--- src/rtl/redundant_resolver.sv ---
// redundant_resolver
//   Word-serial carry resolution for the compressor multiplier output. A
//   product arrives as NUM_WORDS redundant digits of BIT_LEN bits, where
//   digit j has weight 2^(WORD_LEN*j). One digit is folded per clock with the
//   running carry, which produces one canonical WORD_LEN-bit word per clock.
//   The resolved product is then offered over a valid/ready handshake.
//
// Ports
//   clk           sole clock, rising edge
//   rst           synchronous active-high reset
//   in_valid      in_digits holds a redundant product
//   in_ready      block can accept a product (high only in IDLE)
//   in_digits     NUM_WORDS x BIT_LEN redundant digits, digit 0 in the LSBs
//   out_valid     out_data holds a resolved product (high only in DONE)
//   out_ready     consumer takes out_data
//   out_data      NUM_WORDS x WORD_LEN resolved words, word 0 in the LSBs
//   out_overflow  final carry was nonzero (only with the macro below)
//
// Build option
//   REDUNDANT_RESOLVER_OVERFLOW_EN adds the out_overflow port. Without it,
//   the final carry is dropped and the result is simply truncated.
module redundant_resolver #(
    parameter int NUM_WORDS = 34,
    parameter int BIT_LEN   = 17,
    parameter int WORD_LEN  = 16
) (
    input  logic                          clk,
    input  logic                          rst,
    input  logic                          in_valid,
    output logic                          in_ready,
    input  logic [NUM_WORDS*BIT_LEN-1:0]  in_digits,
    output logic                          out_valid,
    input  logic                          out_ready,
    output logic [NUM_WORDS*WORD_LEN-1:0] out_data
`ifdef REDUNDANT_RESOLVER_OVERFLOW_EN
    ,
    output logic                          out_overflow
`endif
);

    // The carry out of BIT_LEN+1-bit sum shifted by WORD_LEN never exceeds
    // 2^(BIT_LEN-WORD_LEN), so this width always holds it.
    localparam int CW    = BIT_LEN - WORD_LEN + 1;
    localparam int IDX_W = (NUM_WORDS > 1) ? $clog2(NUM_WORDS) : 1;
    localparam logic [IDX_W-1:0] LAST_IDX = IDX_W'(NUM_WORDS - 1);

    typedef enum logic [1:0] {
        IDLE = 2'd0,
        RUN  = 2'd1,
        DONE = 2'd2
    } state_t;

    state_t                          state_q, state_d;
    logic [IDX_W-1:0]                idx_q;
    logic [CW-1:0]                   carry_q;
    logic [NUM_WORDS*BIT_LEN-1:0]    digits_q;
    logic [NUM_WORDS*WORD_LEN-1:0]   data_q;

    logic [BIT_LEN-1:0]              cur_digit;
    logic [BIT_LEN:0]                sum;
    logic [CW-1:0]                   carry_nxt;
    logic                            accept;
    logic                            last_word;

    // Handshake outputs depend only on the registered state, so there is no
    // combinational path from in_valid or out_ready.
    assign in_ready  = (state_q == IDLE);
    assign out_valid = (state_q == DONE);
    assign out_data  = data_q;

    assign accept    = in_valid && in_ready;
    assign last_word = (idx_q == LAST_IDX);

    always_comb begin
        cur_digit = digits_q[idx_q*BIT_LEN +: BIT_LEN];
        sum       = {1'b0, cur_digit} + (BIT_LEN+1)'(carry_q);
        carry_nxt = sum[BIT_LEN:WORD_LEN];
    end

    // Next-state logic
    always_comb begin
        state_d = state_q;
        case (state_q)
            IDLE: if (accept)                state_d = RUN;
            RUN:  if (last_word)             state_d = DONE;
            DONE: if (out_valid && out_ready) state_d = IDLE;
            default:                         state_d = IDLE;
        endcase
    end

    always_ff @(posedge clk) begin
        if (rst) state_q <= IDLE;
        else     state_q <= state_d;
    end

    // Datapath
    always_ff @(posedge clk) begin
        if (rst) begin
            idx_q    <= '0;
            carry_q  <= '0;
            digits_q <= '0;
            data_q   <= '0;
        end else begin
            case (state_q)
                IDLE: begin
                    if (accept) begin
                        digits_q <= in_digits;
                        idx_q    <= '0;
                        carry_q  <= '0;
                    end
                end
                RUN: begin
                    data_q[idx_q*WORD_LEN +: WORD_LEN] <= sum[WORD_LEN-1:0];
                    carry_q <= carry_nxt;
                    // Index stops at the last word; it is reloaded on accept.
                    if (!last_word) idx_q <= idx_q + 1'b1;
                end
                default: ;
            endcase
        end
    end

`ifdef REDUNDANT_RESOLVER_OVERFLOW_EN
    logic ovf_q;
    assign out_overflow = ovf_q;

    // Captured from the carry out of the last word as DONE is entered and
    // held until the next product finishes.
    always_ff @(posedge clk) begin
        if (rst)                           ovf_q <= 1'b0;
        else if (state_q == RUN && last_word) ovf_q <= (carry_nxt != '0);
    end
`endif

endmodule
--- config.mk ---
export PLATFORM = sky130hd
export DESIGN_NAME = redundant_resolver
export DESIGN_NICKNAME = d
export VERILOG_FILES = /design/src/rtl/redundant_resolver.sv
export SDC_FILE = /design/constraint.sdc
export NUM_CORES = 2
export LEC_CHECK = 0
export CAP_MARGIN = 20
export CELL_PAD_IN_SITES_DETAIL_PLACEMENT = 0
export CELL_PAD_IN_SITES_GLOBAL_PLACEMENT = 2
export CORE_AREA = 3 3 437 439
export DETAILED_ROUTE_END_ITERATION = 12
export DIE_AREA = 0 0 440 442
export MAX_ROUTING_LAYER = met4
export PLACE_DENSITY = 0.74
export SLEW_MARGIN = 20
export SYNTH_ARGS = -nofsm -noshare
export SYNTH_HDL_FRONTEND = slang
export SYNTH_SLANG_ARGS = --single-unit
--- constraint.sdc ---
create_clock -name clk -period 10.85 [get_ports clk]
set_input_delay 2.7125 -clock clk [delete_from_list [all_inputs] [get_ports clk]]
set_output_delay 2.7125 -clock clk [all_outputs]
set_load 0.02 [all_outputs]
# After elaboration in Yosys (flattened, before gate mapping)

Cells that the tools add are included.

Register bits: 1132
Input bits: 582

Reduce and logical (&&, ||, !) cells: 8
Shift-type cells: 3
Eq/ne operators: 7
Multiply operators: 1
$add $sub $neg: 3
Muxes and demuxes: 10

Operators by type and width:

| operator                    | number |
|---|---|
| $shiftx A578 B12 Y17        | 1 |
| $bwmux W544                 | 1 |
| $shift A16 B34 Y544 const A | 1 |
| $shiftx A16 B34 Y544        | 1 |
| $neg A10 Y34                | 1 |
| $add A17 B2 Y18             | 1 |
| $mux W6                     | 2 |
| $pmux W6 S2                 | 1 |
| $mul A6 B5 Y11 const B      | 1 |
| $mux W2                     | 4 |
| $add A6 B1 Y6 const B       | 1 |
| $eq A6 B6 Y1 const B        | 1 |
| $pmux W2 S3                 | 1 |
| $reduce_and A3 Y1           | 2 |
| $ne A2 B1 Y1 const B        | 2 |
| $ne A2 B2 Y1 const B        | 2 |
| $pmux W2 S2                 | 1 |
| $reduce_and A2 Y1           | 2 |
| $eq A2 B1 Y1 const B        | 1 |
| $eq A2 B2 Y1 const B        | 1 |
| $logic_and A1 B1 Y1         | 2 |
| $logic_not A2 Y1            | 1 |
| $reduce_bool A2 Y1          | 1 |

# Logic depth before layout (Yosys ltp)

Word-level depth: 5
Mapped depth: 20
Gate-level depth less buffers: 10

# Worst setup path before layout

OpenSTA, ideal clock, no wires.

Path type: reg-to-reg
Start point: reg idx_q[0]
End point: reg data_q[88], in the netlist out_data[88]
Cell stages (with the launch flop): 20
Library setup time: 0.143 ns
Path buffers: 9
Clock period less this slack: 5.084 ns
Arrival: 4.941 ns
Slack: 5.766 ns
Cells stage by stage: dfxtp_1 > buf_4 > buf_6 > buf_6 > buf_4 > buf_2 > buf_6 > buf_2 > buf_2 > mux4_2 > mux4_2 > mux2i_1 > o22ai_1 > ha_1 > fa_1 > o211ai_2 > nor3b_2 > xnor2_1 > clkbuf_1 > a211oi_1

Word-level cells in the longest chain between the ends: 5
Elaborated cells on any way between the ends: 7
Those cells by class: add/sub (2); mul (1); shift (3); mux (1)

Ends and longest elaborated chain:

| item                            | line | RTL |
|---|---|---|
| from (decl)                     | 54   | `logic [IDX_W-1:0] idx_q;` |
| from (signal assigned)          | 116  | `if (!last_word) idx_q <= idx_q + 1'b1;` |
| $mul A6 B5 Y11                  | 75   | `cur_digit = digits_q[idx_q*BIT_LEN +: BIT_LEN];` |
| $shiftx A578 B12 Y17            | 75   |  |
| $add A17 B2 Y18                 | 76   | `sum = {1'b0, cur_digit} + (BIT_LEN+1)'(carry_q);` |
| $shiftx A16 B34 Y544            | 113  | `data_q[idx_q*WORD_LEN +: WORD_LEN] <= sum[WORD_LEN-1:0];` |
| $bwmux W544 (*)                 | 113  |  |
| to (signal, indexed assignment) | 113  |  |
| to (decl)                       | 57   | `logic [NUM_WORDS*WORD_LEN-1:0] data_q;` |

Every way passes the cells marked *; elsewhere a longest branch is shown, timed or not.
A chain may end at the register's enable or synchronous reset.

# Worst setup path in the final report

Start point: reg idx_q[0]
End point: reg data_q[15], in the netlist out_data[15]

Same word-level chain as after synthesis.

==> impl_metrics.toml <==
[worst_setup_path]
path_class = "reg2reg"
critPathLaunchType = "flop"
endpoint_kind = "flop"
arrival_ns = 6.30
crit_required_ns = 11.51
cp_max_fo = 68
r2r_cells = 12

[yosys]
synth.area.top_cells = "dfxtp_1 (50%), nand2_1 (12%), a21oi_1 (8.4%), mux4_2 (4.5%), nor2_1 (3.4%)"
ys.flop_type = "dfxtp_1"
synth.most_common_cell = "nand2_1"
seq_area_frac_synth_pct = 49.5
synth_top_cell_area_share_pct = 49.5
syn_area_mm2 = 0.0458
synth_top_area_cell = "dfxtp_1"
postSynthAreaPerCell_um2 = 8.52
synth_common_cells = "nand2_1 (1420), dfxtp_1 (1132), a21oi_1 (765)"
yosys.cell_types.count = 69
ys_ff_latch = 1132
async_flop_share_pct = 0
synth_edf_count = 0
syn-instance-count = 5368
ys.warnings.count = 0
syn-num-nets = 5957

[floorplanning]
die_area_mm2 = 0.194
start_util_pct = 24.4
coreArea_mm2 = 0.188
io_pins = 1128
die_h_um = 442
rows = 159
die_w_um = 440

[global_routing]
grt_pass1_wl_um = 319000
first_global_vias = 41000
grt_usage_pct = 23.5
grt_overflow_total = 0
antenna_found_initial = 88
grt_max_degree = 194

[placed_design]
port_buffers = 1127
globalplace.congestion = 0.833
hpwl_um = 170000
dp.cells = 8612
post_dp_cell_area_mm2 = 0.0592

[status]
outcome = "finished clean"

[pwr]
max-vdd-ir-drop_v = 0.000134
p_total_mw = 10.3
power_density_mw_per_mm2 = 161
leakage_nw = 21.3

[clock_network]
cts.sinks = 1132
path_clk_slew_ns = 0.06
cts_buffer_depth = 3
htree_levels = 4
cts.repair.resized = 0
numCtsBuffers = 137
clkLatencyLatePin_ns = 0.83
postCtsSetupRepairBufs = 0
cts_tree = "done"
postCtsHoldBufs = 0
clock-root-buffer = "clkbuf_16"

[timing]
skew_ns = 0.0487
finalCritPeriodShare_pct = 52.0
final.min_clock_period_ns = 5.64
slew_headroom_pct = 23.3
rsz0062_at_grt = "no"
finalMaxSlewViolations = 0
worst_pin_slew_ns = 1.15
finalHoldViolCount = 0
setup-tns-final_ns = 0
finalSetupViolations = 0
max_freq_mhz = 177

[finish]
drive_above_1_share_pct = 9.51
design_area_mm2 = 0.0639
nets = 6845
final_cells = 8933
area_delta_synth_final_pct = 39.6

[drt]
wl_per_cell_um = 26.0
drtPass1Iterations = 6
dr_total_vias = 42500
antenna_left = 0
viasPerCell = 4.76
drt-total-wl_um = 232000
drt_iter0_drc = 2890
drc = 0

[hold_path]
min_path_cells = 2
hold_class = "reg2reg"

[job]
maxCapViolCount = 0
-- logic make-up after synthesis --
kind of cell	count (synthesis)	synth area share, %
buffers and inverters	480	4.53
adders and majority gates	7	0.208
xor gates and xnor gates	20	0.399
muxes	232	7.76
DFF	1132	49.5
and+or+nand+nor	2289	21.5
AOI/OAI and AO/OA	1208	16.1
-- flip-flops by register name, indices dropped and copies added, names as in the netlist --
signal and cells:
carry_q 2, digits_q 578, state_q 2, idx_q 6, out_data 544
-- per-layer routing --
metal	global-route usage [%]	share of wire, %	wire length [um]	vias to the layer above
met4	8.48	3.8	8760	0
met3	5.92	6.7	15600	316
li1	-	-	-	20300
met5	-	0	0	-
met1	26.1	39	91000	20500
met2	40.6	50	117000	1343
-- worst max-delay path, cell delays in order (launching register included) --
cell	delay (ns)
dfxtp_4	0.81
buf_4	0.79
mux4_2	0.68
mux4_2	0.56
mux2i_1	0.16
o22ai_1	0.13
ha_1	0.32
a21o_1	0.11
o211ai_1	0.36
nor4_4	0.35
buf_4	0.71
or4b_2	0.25
o311ai_0	0.11
-- layout make-up --
cell class	instances	area [um^2]
inverters	11	41.3
diodes	78	195
well taps	2495	3120
multi-input cells	3756	21300
flip-flops and latches	1132	22700
clock inverters	47	500
repair buffers	1218	12100
fillers	19700	124000
clock buffers	196	3960
-- power by group --
part           leakage, nW  switching (mW)  internal [mW]
sequential            9.21           0.101           4.33
clock                 2.21            1.94           2.68
combinational         9.84           0.766          0.472
-- stage by stage --
stage	utilization (%)	hold WS (ns)	worst slack [ns]
2_1_floorplan	-	0.432	5.77
3_3_place_gp	31.5	0.438	5.14
3_5_place_dp	31.6	0.444	5.12
4_1_cts	33.9	0.451	5.12
5_1_grt	34.0	0.468	4.90
6_report	34.0	0.450	5.21
-- path summary, 6_finish.rpt --
path                                    start            end  slack (ns)
worst max-delay path                 idx_q[0]   out_data[15]        5.21
worst min-delay path            digits_q[102]  digits_q[102]        0.45
worst max register to register       idx_q[0]   out_data[15]        5.21
worst min register to register  digits_q[102]  digits_q[102]        0.45
-- cells in the final DEF (no fill, tap or decap), drive strengths merged, types with 6 or more instances in the layout --
cell type	n
nand2	1420
dfxtp	1132
clkdlybuf4s50	1126
a21oi	765
nor2	413
a211oi	246
clkbuf	196
nand3b	144
nand3	133
o21ai	108
mux4	92
buf	92
mux2i	80
diode	78
nor3	70
mux2	60
or3	36
clkinv	31
o22ai	25
or4	20
inv	20
xnor2	16
a31oi	11
nor2b	9
a22oi	8
a221oi	7
nor4	7
nor3b	7
ha	6
o22a	6
No activity file was read; power rests on OpenSTA's default activity.
